===== src/rtl/pipe_pkg.sv =====
// pipe_pkg: shared occupancy encoding and default bubble payload for pipeline stage registers
package pipe_pkg;
  localparam logic [1:0] OCC_EMPTY = 2'd0;
  localparam logic [1:0] OCC_ONE = 2'd1;
  localparam logic [1:0] OCC_FULL = 2'd2;
  localparam logic [31:0] RV32_NOP = 32'h0000_0013;
endpackage


===== src/rtl/pipe_slot.sv =====
// pipe_slot: payload register with valid bit; holds BUBBLE whenever empty so no X leaks downstream
module pipe_slot #(
  parameter int WIDTH = 32,
  parameter logic [WIDTH-1:0] BUBBLE = '0
) (
  input  logic             clk_i,
  input  logic             rst_i,
  input  logic             load,
  input  logic             clear,
  input  logic [WIDTH-1:0] d,
  output logic             valid,
  output logic [WIDTH-1:0] q
);
  always_ff @(posedge clk_i) begin
    if (rst_i || clear) begin
      valid <= 1'b0;
      q <= BUBBLE;
    end else if (load) begin
      valid <= 1'b1;
      q <= d;
    end
  end
endmodule


===== src/rtl/pipe_stage_reg.sv =====
// pipe_stage_reg: elastic valid/ready stage register with flush, optional skid slot and flush-drop counter
module pipe_stage_reg
  import pipe_pkg::*;
#(
  parameter int WIDTH = 32,
  parameter bit SKID = 1'b1,
  parameter logic [WIDTH-1:0] BUBBLE = '0,
  parameter int CNT_W = 8
) (
  input  logic             clk_i,
  input  logic             rst_i,
  input  logic             valid_i,
  output logic             ready_o,
  input  logic [WIDTH-1:0] data_i,
  output logic             valid_o,
  input  logic             ready_i,
  output logic [WIDTH-1:0] data_o,
  input  logic             flush_i,
  output logic [1:0]       occ_o,
  output logic [CNT_W-1:0] drop_cnt_o
);
  logic v_m, v_s, take, out, main_load, main_clear;
  logic [WIDTH-1:0] skid_q;
  logic [1:0] drops;
  logic [CNT_W:0] sum;
  // With a skid slot ready_o depends only on registered state, breaking the ready_i -> ready_o path
  assign ready_o = ~rst_i & (SKID ? ~v_s : (ready_i | ~v_m));
  assign take = valid_i & ready_o;
  assign out = v_m & ready_i;
  assign main_load = (take & (~v_m | out)) | (out & v_s);
  assign main_clear = flush_i | (out & ~take & ~v_s);
  assign valid_o = v_m;
  assign occ_o = v_s ? OCC_FULL : v_m ? OCC_ONE : OCC_EMPTY;
  assign drops = occ_o - {1'b0, out};
  assign sum = {1'b0, drop_cnt_o} + (CNT_W + 1)'(drops);
  pipe_slot #(.WIDTH(WIDTH), .BUBBLE(BUBBLE)) u_main (
    .clk_i(clk_i),
    .rst_i(rst_i),
    .load(main_load),
    .clear(main_clear),
    .d(v_s ? skid_q : data_i),
    .valid(v_m),
    .q(data_o)
  );
  if (SKID) begin : g_skid
    pipe_slot #(.WIDTH(WIDTH), .BUBBLE(BUBBLE)) u_skid (
      .clk_i(clk_i),
      .rst_i(rst_i),
      .load(take & v_m & ~out),
      .clear(flush_i | (out & v_s)),
      .d(data_i),
      .valid(v_s),
      .q(skid_q)
    );
  end else begin : g_noskid
    assign v_s = 1'b0;
    assign skid_q = BUBBLE;
  end
  always_ff @(posedge clk_i) begin
    drop_cnt_o <= rst_i ? '0 : flush_i ? (sum[CNT_W] ? '1 : sum[CNT_W-1:0]) : drop_cnt_o;
  end
endmodule


===== config.mk =====
export PLATFORM = sky130hd
export DESIGN_NAME = pipe_stage_reg
export DESIGN_NICKNAME = d
export VERILOG_FILES = /design/src/rtl/pipe_pkg.sv /design/src/rtl/pipe_slot.sv /design/src/rtl/pipe_stage_reg.sv
export SDC_FILE = /design/constraint.sdc
export NUM_CORES = 1
export LEC_CHECK = 0
export ABC_CLOCK_PERIOD_IN_PS = 3600
export CAP_MARGIN = 25
export CORE_UTILIZATION = 40
export DETAILED_ROUTE_END_ITERATION = 16
export PLACE_DENSITY = 0.66
export SKIP_LAST_GASP = 1
export SLEW_MARGIN = 20
export SYNTH_ARGS = -nofsm -noshare
export SYNTH_HDL_FRONTEND = slang
export SYNTH_HIERARCHICAL = 1
export SYNTH_SLANG_ARGS = --single-unit

===== constraint.sdc =====
create_clock -name clk_i -period 3.6 [get_ports clk_i]
set_clock_uncertainty 0.1 [all_clocks]
set_input_delay 1.08 -clock clk_i [delete_from_list [all_inputs] [get_ports clk_i]]
set_output_delay 1.08 -clock clk_i [all_outputs]
set_load 0.01 [all_outputs]

==> run metrics, run 1 <==
setup TNS=0 ns; grt ovf=0; dpl cells=485; fraction of power spent switching nets=0.225; CTS tree=built; Placed Instance Area=4140 um2; largest net degree at the start of global routing=27; Switching Power=0.372 mW; Final Wtd Congestion=0.743; endpoints failing hold=0; synthesized cell area=3370 um2; Synthesis Warnings=6; Slowest-stage cell, CP=clkdlybuf4s50_1; post-CTS setup buffer count=0; global-route wire length before repair=11100 um; site row count=33; worst slew pin tran=0.912 ns; Netlist cell types=36; post-DR wirelength/cell=about 13 um; die area=8790 um2; WS Path Type=input pin to primary output; Gate power share=0.102; Iter 0 DRT Violations=48; CTS buffer count=9; crit start category=input pin; max-slew violations=0; vias in the first global route=~2.4k; FF+latch count, synth=74; Buffers on Ports=80; final std cells w/o fill=501; VDD IR-drop max=0.000226 V; internal cell power=1.28 mW; clk sinks=74; critical path's most frequent cell=clkdlybuf4s50_1; HP Class=flip-flop to flip-flop; P&R area growth vs syn=28.9%; Lkg Pwr=approximately 1.5 nW; power per standard cell area=381 nW/um2; Synth async-reset ratio=0; CP Data Required Time=2.42 ns; Fmax=0.298 GHz; gr usage total=0.161; setup violators final=0; leading cell type in the layout, fill and taps excluded=clkdlybuf4s50_1; ANT nets after route=0; sequential-to-total area share from yosys stat=0.440; Max stage delay on crit path=0.54 ns; dpl hpwl=4540 um; width of the die=93.7 um; status=complete, no violations; unrepaired setup endpoints after global routing=false; crit path max fanout=3; Core Util, Final=0.531; Clock Path Buffers=2; vias per cell=4.90; Tmin final=3.36 ns; Flop pwr share=0.506; Post-CTS Hold Buffers=0; worst hold slack=0.391 ns; # nets final=432; clk_lat worst skew=0.33 ns; most frequent cells in the layout=clkdlybuf4s50_1 (80), dfxtp_1 (73), nor2_1 (71), mux2i_1 (64), mux2_2 (32); IO Count=81; via count=2457; syn nets=358; CORE AREA=approximately 8000 um2; max-cap viol count=0; root buf cell=clkbuf_8; Post-Layout Inst Area=4340 um2; Clock transition at path regs=~0.07 ns; die height=93.7 um; CTS resizes=0; layout cells sized above 1=0.159; slew margin rel.=0.390; initial antenna violation count=0; WL final=6750 um; Post-synth EDFFs=0; Top FF cell, synth=dfxtp_1; Initial Utilization=0.412; CP Cell Sequence=clkdlybuf4s50_1 -> nor2_1 -> clkdlybuf4s50_1; syn_area_per_cell=10.6 um2; Synth Instances=~320; Clock Power Share=0.392; Arr. time, crit path=2.18 ns; Pre-Repair DR Iteration Count=6; DRC viols=0; Period Utilization, post-route=0.932; crit end category=primary output; # diodes=0; H-tree depth=3
==> power groups by stage <==
stage	sequential (mW)	combinational (mW)	clock, mW
after floorplan	0.859	0.0945	0
after global placement	0.856	0.169	0
after detailed placement	0.856	0.171	0
after CTS	0.836	0.172	0.670
after global routing	0.838	0.185	0.706
final	0.837	0.169	0.648
==> through the flow <==
stage	power (mW)	worst slack, ns
after floorplan	0.954	0.530
after global placement	1.02	0.147
after detailed placement	1.03	0.0835
after CTS	1.68	0.243
after global routing	1.73	0.224
final	1.65	0.245
==> per-layer routing <==
metal	global-route usage	wire length, um	vias up
met4	0.0615	89	0
met2	0.254	2980	64
met3	0.0340	379	10
li1	-	-	1237
met1	0.214	3300	1146
met5	0	0	-
==> registers in the layout, indices dropped and copies added (netlist names) <==
| signal | flops |
|---|---|
| u_main/q | 32 |
| u_main/valid | 1 |
| drop_cnt_o | 8 |
| g_skid.u_skid/q | 32 |
| g_skid.u_skid/valid | 1 |
==> critical path: cells and delay by family <==
family	cells	cell delay, ns
buf+inv	2	0.99
simple gates	1	0.10
==> worst paths after layout <==
kind         slack [ns]                              end  depth (start not counted)                        startpoint
min                0.39  g_skid.u_skid/q[6]$_SDFFE_PP0P_                          2   g_skid.u_skid/q[6]$_SDFFE_PP0P_
min reg2reg        0.39  g_skid.u_skid/q[6]$_SDFFE_PP0P_                          2   g_skid.u_skid/q[6]$_SDFFE_PP0P_
max                0.24                          ready_o                          3                             rst_i
max reg2reg        1.01       drop_cnt_o[7]$_SDFFE_PP0P_                          9  g_skid.u_skid/valid$_SDFFE_PP0P_
==> cell usage after synthesis (2+ instances only) <==
cell	n	area, um2
a211oi_1	2	15.0
a21o_1	3	22.5
a21oi_1	5	25.0
a311oi_1	4	35.0
a31oi_1	2	12.5
buf_2	6	30.0
buf_4	4	30.0
buf_6	9	101
buf_8	6	90.1
dfxtp_1	74	1480
ha_1	3	37.5
inv_1	5	18.8
mux2_2	32	360
mux2i_1	64	641
nand2_1	2	7.51
nand3_1	2	10.0
nor2_1	72	270
nor2_2	2	12.5
nor3_1	2	10.0
or2_1	2	12.5
==> cell families (layout without fill, tap and decap cells) <==
group                      count (synthesis)  count (layout)  share of synthesized area
and+or+nand+nor                           93              93                      0.124
adders and majority gates                  4               4                     0.0171
DFF                                       74              74                      0.440
xor gates and xnor gates                   1               1                    0.00260
AOI/OAI and AO/OA                         19              19                     0.0390
muxes                                     96              96                      0.297
buffers and inverters                     30             109                     0.0803
==> area by class of cell <==
cell class	instances	area, um2
flip-flops and latches	74	1480
well taps	105	131
multi-input cells	213	1630
clock inverters	5	52.6
repair buffers	88	873
clock buffers	11	151
inverters	5	18.8
fillers	782	3840
Power figures use the tool's default switching activity.
==> run 2, diff against run 1 <==
Settings changed: ABC_CLOCK_PERIOD_IN_PS 3600 to unset.
Clock period 3.6 ns to 3.56 ns, I/O delays scaled along.
==> run metrics, run 2 (synthesis results as in run 1) <==
crit end category=primary output (unchanged); Worst Hold End=u_main/q[22]$_SDFFE_PP0P_ (was g_skid.u_skid/q[6]$_SDFFE_PP0P_); CTS resizes=0 (unchanged); crit path max fanout=3 (unchanged); CTS tree=built (unchanged); WHS Path Cells=2 (unchanged); worst slew pin tran=0.953 ns (was 0.912 ns); Reg-to-Reg Start=g_skid.u_skid/valid$_SDFFE_PP0P_ (unchanged); hold path start=u_main/q[22]$_SDFFE_PP0P_ (was g_skid.u_skid/q[6]$_SDFFE_PP0P_); Reg2Reg Setup Slack=0.97 ns (was 1.01 ns); FF-to-FF path depth=9 (unchanged); post-CTS setup buffer count=0 (unchanged); setup violators final=0 (unchanged); Setup WS post-layout=0.248 ns (was 0.245 ns); via count=2465 (was 2457); largest net degree at the start of global routing=27 (unchanged); unrepaired setup endpoints after global routing=false (unchanged); biggest regs=g_skid.u_skid/q x32, u_main/q x32, drop_cnt_o x8 (unchanged); root buf cell=clkbuf_8 (unchanged); leading cell type in the layout, fill and taps excluded=clkdlybuf4s50_1 (unchanged); Buffers on Ports=80 (unchanged); crit start category=input pin (unchanged); IO Count=81 (unchanged); site row count=33 (unchanged); post-DR wirelength/cell=13.6 um (was 13.5 um); ANT nets after route=0 (unchanged); status=complete, no violations (unchanged); VDD IR-drop max=0.000192 V (was 0.000226 V); grt ovf=0 (unchanged); Arr. time, crit path=2.14 ns (was 2.18 ns); Lkg Pwr=1.53 nW (about the same); H-tree depth=3 (unchanged); width of the die=93.7 um (unchanged); WS Path Type=input pin to primary output (unchanged); max-slew violations=0 (unchanged); post-place setup slack=0.0681 ns (was 0.0835 ns); R2R Path End=drop_cnt_o[7]$_SDFFE_PP0P_ (unchanged); slew margin rel.=0.363 (was 0.390); clk sinks=74 (unchanged); CTS buffer count=9 (unchanged); endpoints failing hold=0 (unchanged); vias in the first global route=2301 (was 2398); gr usage total=0.160 (was 0.161); # diodes=0 (unchanged); Final Wtd Congestion=0.744 (was 0.743); max-cap viol count=0 (unchanged); Pre-Repair DR Iteration Count=6 (unchanged); Tmin final=between 3 and 4 ns; Fmax=0.302 GHz; Clock Path Buffers=2 (unchanged); Period Utilization, post-route=0.930; die area=8790 um2 (unchanged); CORE AREA=8180 um2 (unchanged); global-route wire length before repair=10900 um (was 11100 um); HP Class=flip-flop to flip-flop (unchanged); P&R area growth vs syn=29.5% (was 28.9%); # nets final=432 (unchanged); power per standard cell area=401 nW/um2 (was 381 nW/um2); vias per cell=4.93 (was 4.90); die height=93.7 um (unchanged); DRC viols=0 (unchanged); dpl hpwl=4460 um (was 4540 um); CP Data Required Time=2.39 ns (was 2.42 ns); setup TNS=0 ns (unchanged); Clock transition at path regs=0.07 ns (about the same); WL final=6780 um (was 6750 um); Core Util, Final=0.534 (was 0.531); initial antenna violation count=0 (unchanged); layout cells sized above 1=0.157 (was 0.159); Initial Utilization=0.412 (unchanged); Iter 0 DRT Violations=91 (was 48); clk_lat worst skew=0.34 ns (was 0.33 ns); most frequent cells in the layout=clkdlybuf4s50_1 (80), dfxtp_1 (73), nor2_1 (71), mux2i_1 (64), mux2_2 (32) (unchanged); Post-CTS Hold Buffers=0 (unchanged)
run 2: how the worst max path moves through the flow:
stage                     startpoint                          to  slack [ns]  depth (start not counted)
after global routing           rst_i                     ready_o        0.18                          3
after global placement       ready_i  drop_cnt_o[7]$_SDFFE_PP0P_        0.12                          9
final                          rst_i                     ready_o        0.25                          3
after CTS                      rst_i                     ready_o        0.24                          3
after detailed placement     ready_i  drop_cnt_o[7]$_SDFFE_PP0P_        0.07                          9
after floorplan              ready_i  drop_cnt_o[7]$_SDFFE_PP0P_        0.50                          9
run 2: area by class of cell:
cell class / instances / area [um2]
clock buffers: 11 / 151
clock inverters: 4 / 75.1
fillers: 748 / 3810
inverters: 5 / 18.8
multi-input cells: 213 / 1630
flip-flops and latches: 74 / 1480
well taps: 105 / 131
repair buffers: 88 / 873
run 2: per-stage QoR:
| stage | hold slack (ns) | total power [mW] | instances | instance area [um2] |
|---|---|---|---|---|
| after floorplan | 0.354 | 0.965 | 317 | 3370 |
| after global placement | 0.366 | 1.04 | 485 | 4140 |
| after detailed placement | 0.378 | 1.04 | 485 | 4140 |
| after CTS | 0.399 | 1.77 | 500 | 4360 |
| after global routing | 0.421 | 1.82 | 500 | 4360 |
| final | 0.392 | 1.75 | 500 | 4360 |
run 2: routing by layer:
metal / track usage / wire, um / vias up
met3: 0.0356 / 421 / 11
met4: 0.0731 / 99 / 0
met1: 0.221 / 3370 / 1140
li1: - / - / 1239
met2: 0.238 / 2890 / 75
met5: 0 / 0 / -
run 2: where the power goes:
part           total (mW)  internal [mW]  switching (mW)  leakage (nW)
Sequential          0.846          0.838         0.00746         0.598
Combinational       0.171         0.0992          0.0719         0.829
Clock               0.734          0.429           0.305         0.108
Total                1.75           1.37           0.384          1.53
run 2: worst max-delay path, stage by stage:
cell             delay [ns]
clkdlybuf4s50_1        0.44
nor2_1                 0.10
clkdlybuf4s50_1        0.54
==> run 3, diff against run 2 <==
Settings changed: CORE_ASPECT_RATIO set to 2.
==> run metrics, run 3 (synthesis results as in run 1) <==
crit start category=input pin (unchanged); CTS resizes=0 (unchanged); Post-CTS Hold Buffers=0 (unchanged); worst slew pin tran=0.806 ns (was 0.953 ns); biggest regs=g_skid.u_skid/q x32, u_main/q x32, drop_cnt_o x8 (unchanged); layout cells sized above 1=0.152 (was 0.157); IO Count=81 (unchanged); Arr. time, crit path=2.17 ns (was 2.14 ns); clk_lat worst skew=0.32 ns (was 0.34 ns); status=complete, no violations (unchanged); slew margin rel.=0.461 (was 0.363); Lkg Pwr=1.56 nW (was 1.53 nW); die area=8810 um2 (was 8790 um2); grt ovf=0 (unchanged); HP Class=flip-flop to flip-flop (unchanged); post-DR wirelength/cell=14.7 um (was 13.6 um); setup violators final=0 (unchanged); vias in the first global route=2497 (was 2301); largest net degree at the start of global routing=34 (was 27); ANT nets after route=0 (unchanged); area occupied by multi-input gates=1630 um2 (unchanged); most frequent cells in the layout=clkdlybuf4s50_1 (80), dfxtp_1 (73), nor2_1 (71), mux2i_1 (64), mux2_2 (32) (unchanged); Fmax=0.299 GHz (was 0.302 GHz); root buf cell=clkbuf_16 (was clkbuf_8); register area=1480 um2 (unchanged); WL final=7230 um (was 6780 um); H-tree depth=3 (unchanged); final std cells w/o fill=493 (was 500); WHS Path Cells=2 (unchanged); power per standard cell area=417 nW/um2 (was 401 nW/um2); WS Path Type=input pin to primary output (unchanged); Final Wtd Congestion=0.785 (was 0.744); leading cell type in the layout, fill and taps excluded=clkdlybuf4s50_1 (unchanged); Buffers on Ports=80 (unchanged); width of the die=66.9 um (was 93.7 um); gr usage total=0.179 (was 0.160); endpoints failing hold=0 (unchanged); Initial Utilization=0.409 (was 0.412); CTS tree=built (unchanged); crit path max fanout=3 (unchanged); critical path's most frequent cell=clkdlybuf4s50_1 (unchanged); max-cap viol count=0 (unchanged); Core Util, Final=0.536 (was 0.534); CP Data Required Time=2.39 ns (about the same); Power Total=1.84 mW (was 1.75 mW); post-place setup slack=0.103 ns (was 0.0681 ns); site row count=47 (was 33); dpl cells=478 (was 485); Tmin final=3.34 ns (was 3.31 ns); Post-Layout Inst Area=4410 um2 (was 4360 um2); fillcell total=792 (was 748); FF-to-FF path depth=9 (unchanged); CP Cell Sequence=clkdlybuf4s50_1 -> nor2_1 -> clkdlybuf4s50_1 (unchanged); P&R area growth vs syn=31.0% (was 29.5%); Clock Path Buffers=2 (unchanged); CORE AREA=8230 um2 (was 8180 um2); Period Utilization, post-route=0.939 (was 0.930); max-slew violations=0 (unchanged); Slowest-stage cell, CP=clkdlybuf4s50_1 (unchanged); setup TNS=0 ns (unchanged); crit end category=primary output (unchanged); CTS buffer count=9 (unchanged); clk sinks=74 (unchanged); unrepaired setup endpoints after global routing=false (unchanged); initial antenna violation count=0 (unchanged); Pre-Repair DR Iteration Count=4 (was 6); Iter 0 DRT Violations=108 (was 91); VDD IR-drop max=0.000297 V (was 0.000192 V); # diodes=0 (unchanged); vias per cell=5.02 (was 4.93); # nets final=432 (unchanged); Setup WS post-layout=0.217 ns (was 0.248 ns); Clock transition at path regs=0.05 ns (was 0.07 ns); via count=2475 (was 2465); global-route wire length before repair=11900 um (was 10900 um); worst hold slack=0.384 ns (was 0.392 ns); DRC viols=0 (unchanged); die height=132 um (was 93.7 um); Max stage delay on crit path=0.54 ns (about the same); dpl hpwl=4970 um (was 4460 um); Placed Instance Area=4140 um2 (about the same); post-CTS setup buffer count=0 (unchanged)
[run 3: critical path, delay by kind of cell]
family	cells	cell delay [ns]
buf+inv	2	0.99
simple gates	1	0.11
[run 3: cell type report]
class,count,share of cell area
Multi-Input combinational cell,213,0.369
Inverter,5,0.00425
Timing Repair Buffer,88,0.201
Clock inverter,2,0.00284
Clock buffer,13,0.0590
Sequential cell,74,0.336
Tap cell,98,0.0278
[run 3: where the power goes]
group | switching (mW) | internal [mW]
logic | 0.0725 | 0.100
clock network | 0.314 | 0.505
registers | 0.00796 | 0.840
[run 3: worst paths after layout]
path | end | slack [ns] | start
worst max-delay path | ready_o | 0.22 | rst_i
worst max register to register | drop_cnt_o[7]$_SDFFE_PP0P_ | 1.06 | g_skid.u_skid/valid$_SDFFE_PP0P_
worst min-delay path | g_skid.u_skid/q[29]$_SDFFE_PP0P_ | 0.38 | g_skid.u_skid/q[29]$_SDFFE_PP0P_
worst min register to register | g_skid.u_skid/q[29]$_SDFFE_PP0P_ | 0.38 | g_skid.u_skid/q[29]$_SDFFE_PP0P_
[run 3: layer usage]
metal  vias to the layer above  global-route usage  wire (um)
met1                      1172               0.188       2860
met4                         0              0.0662        149
met5                         -                   0          0
met2                        60               0.321       3880
met3                         8              0.0519        340
li1                       1235                   -          -
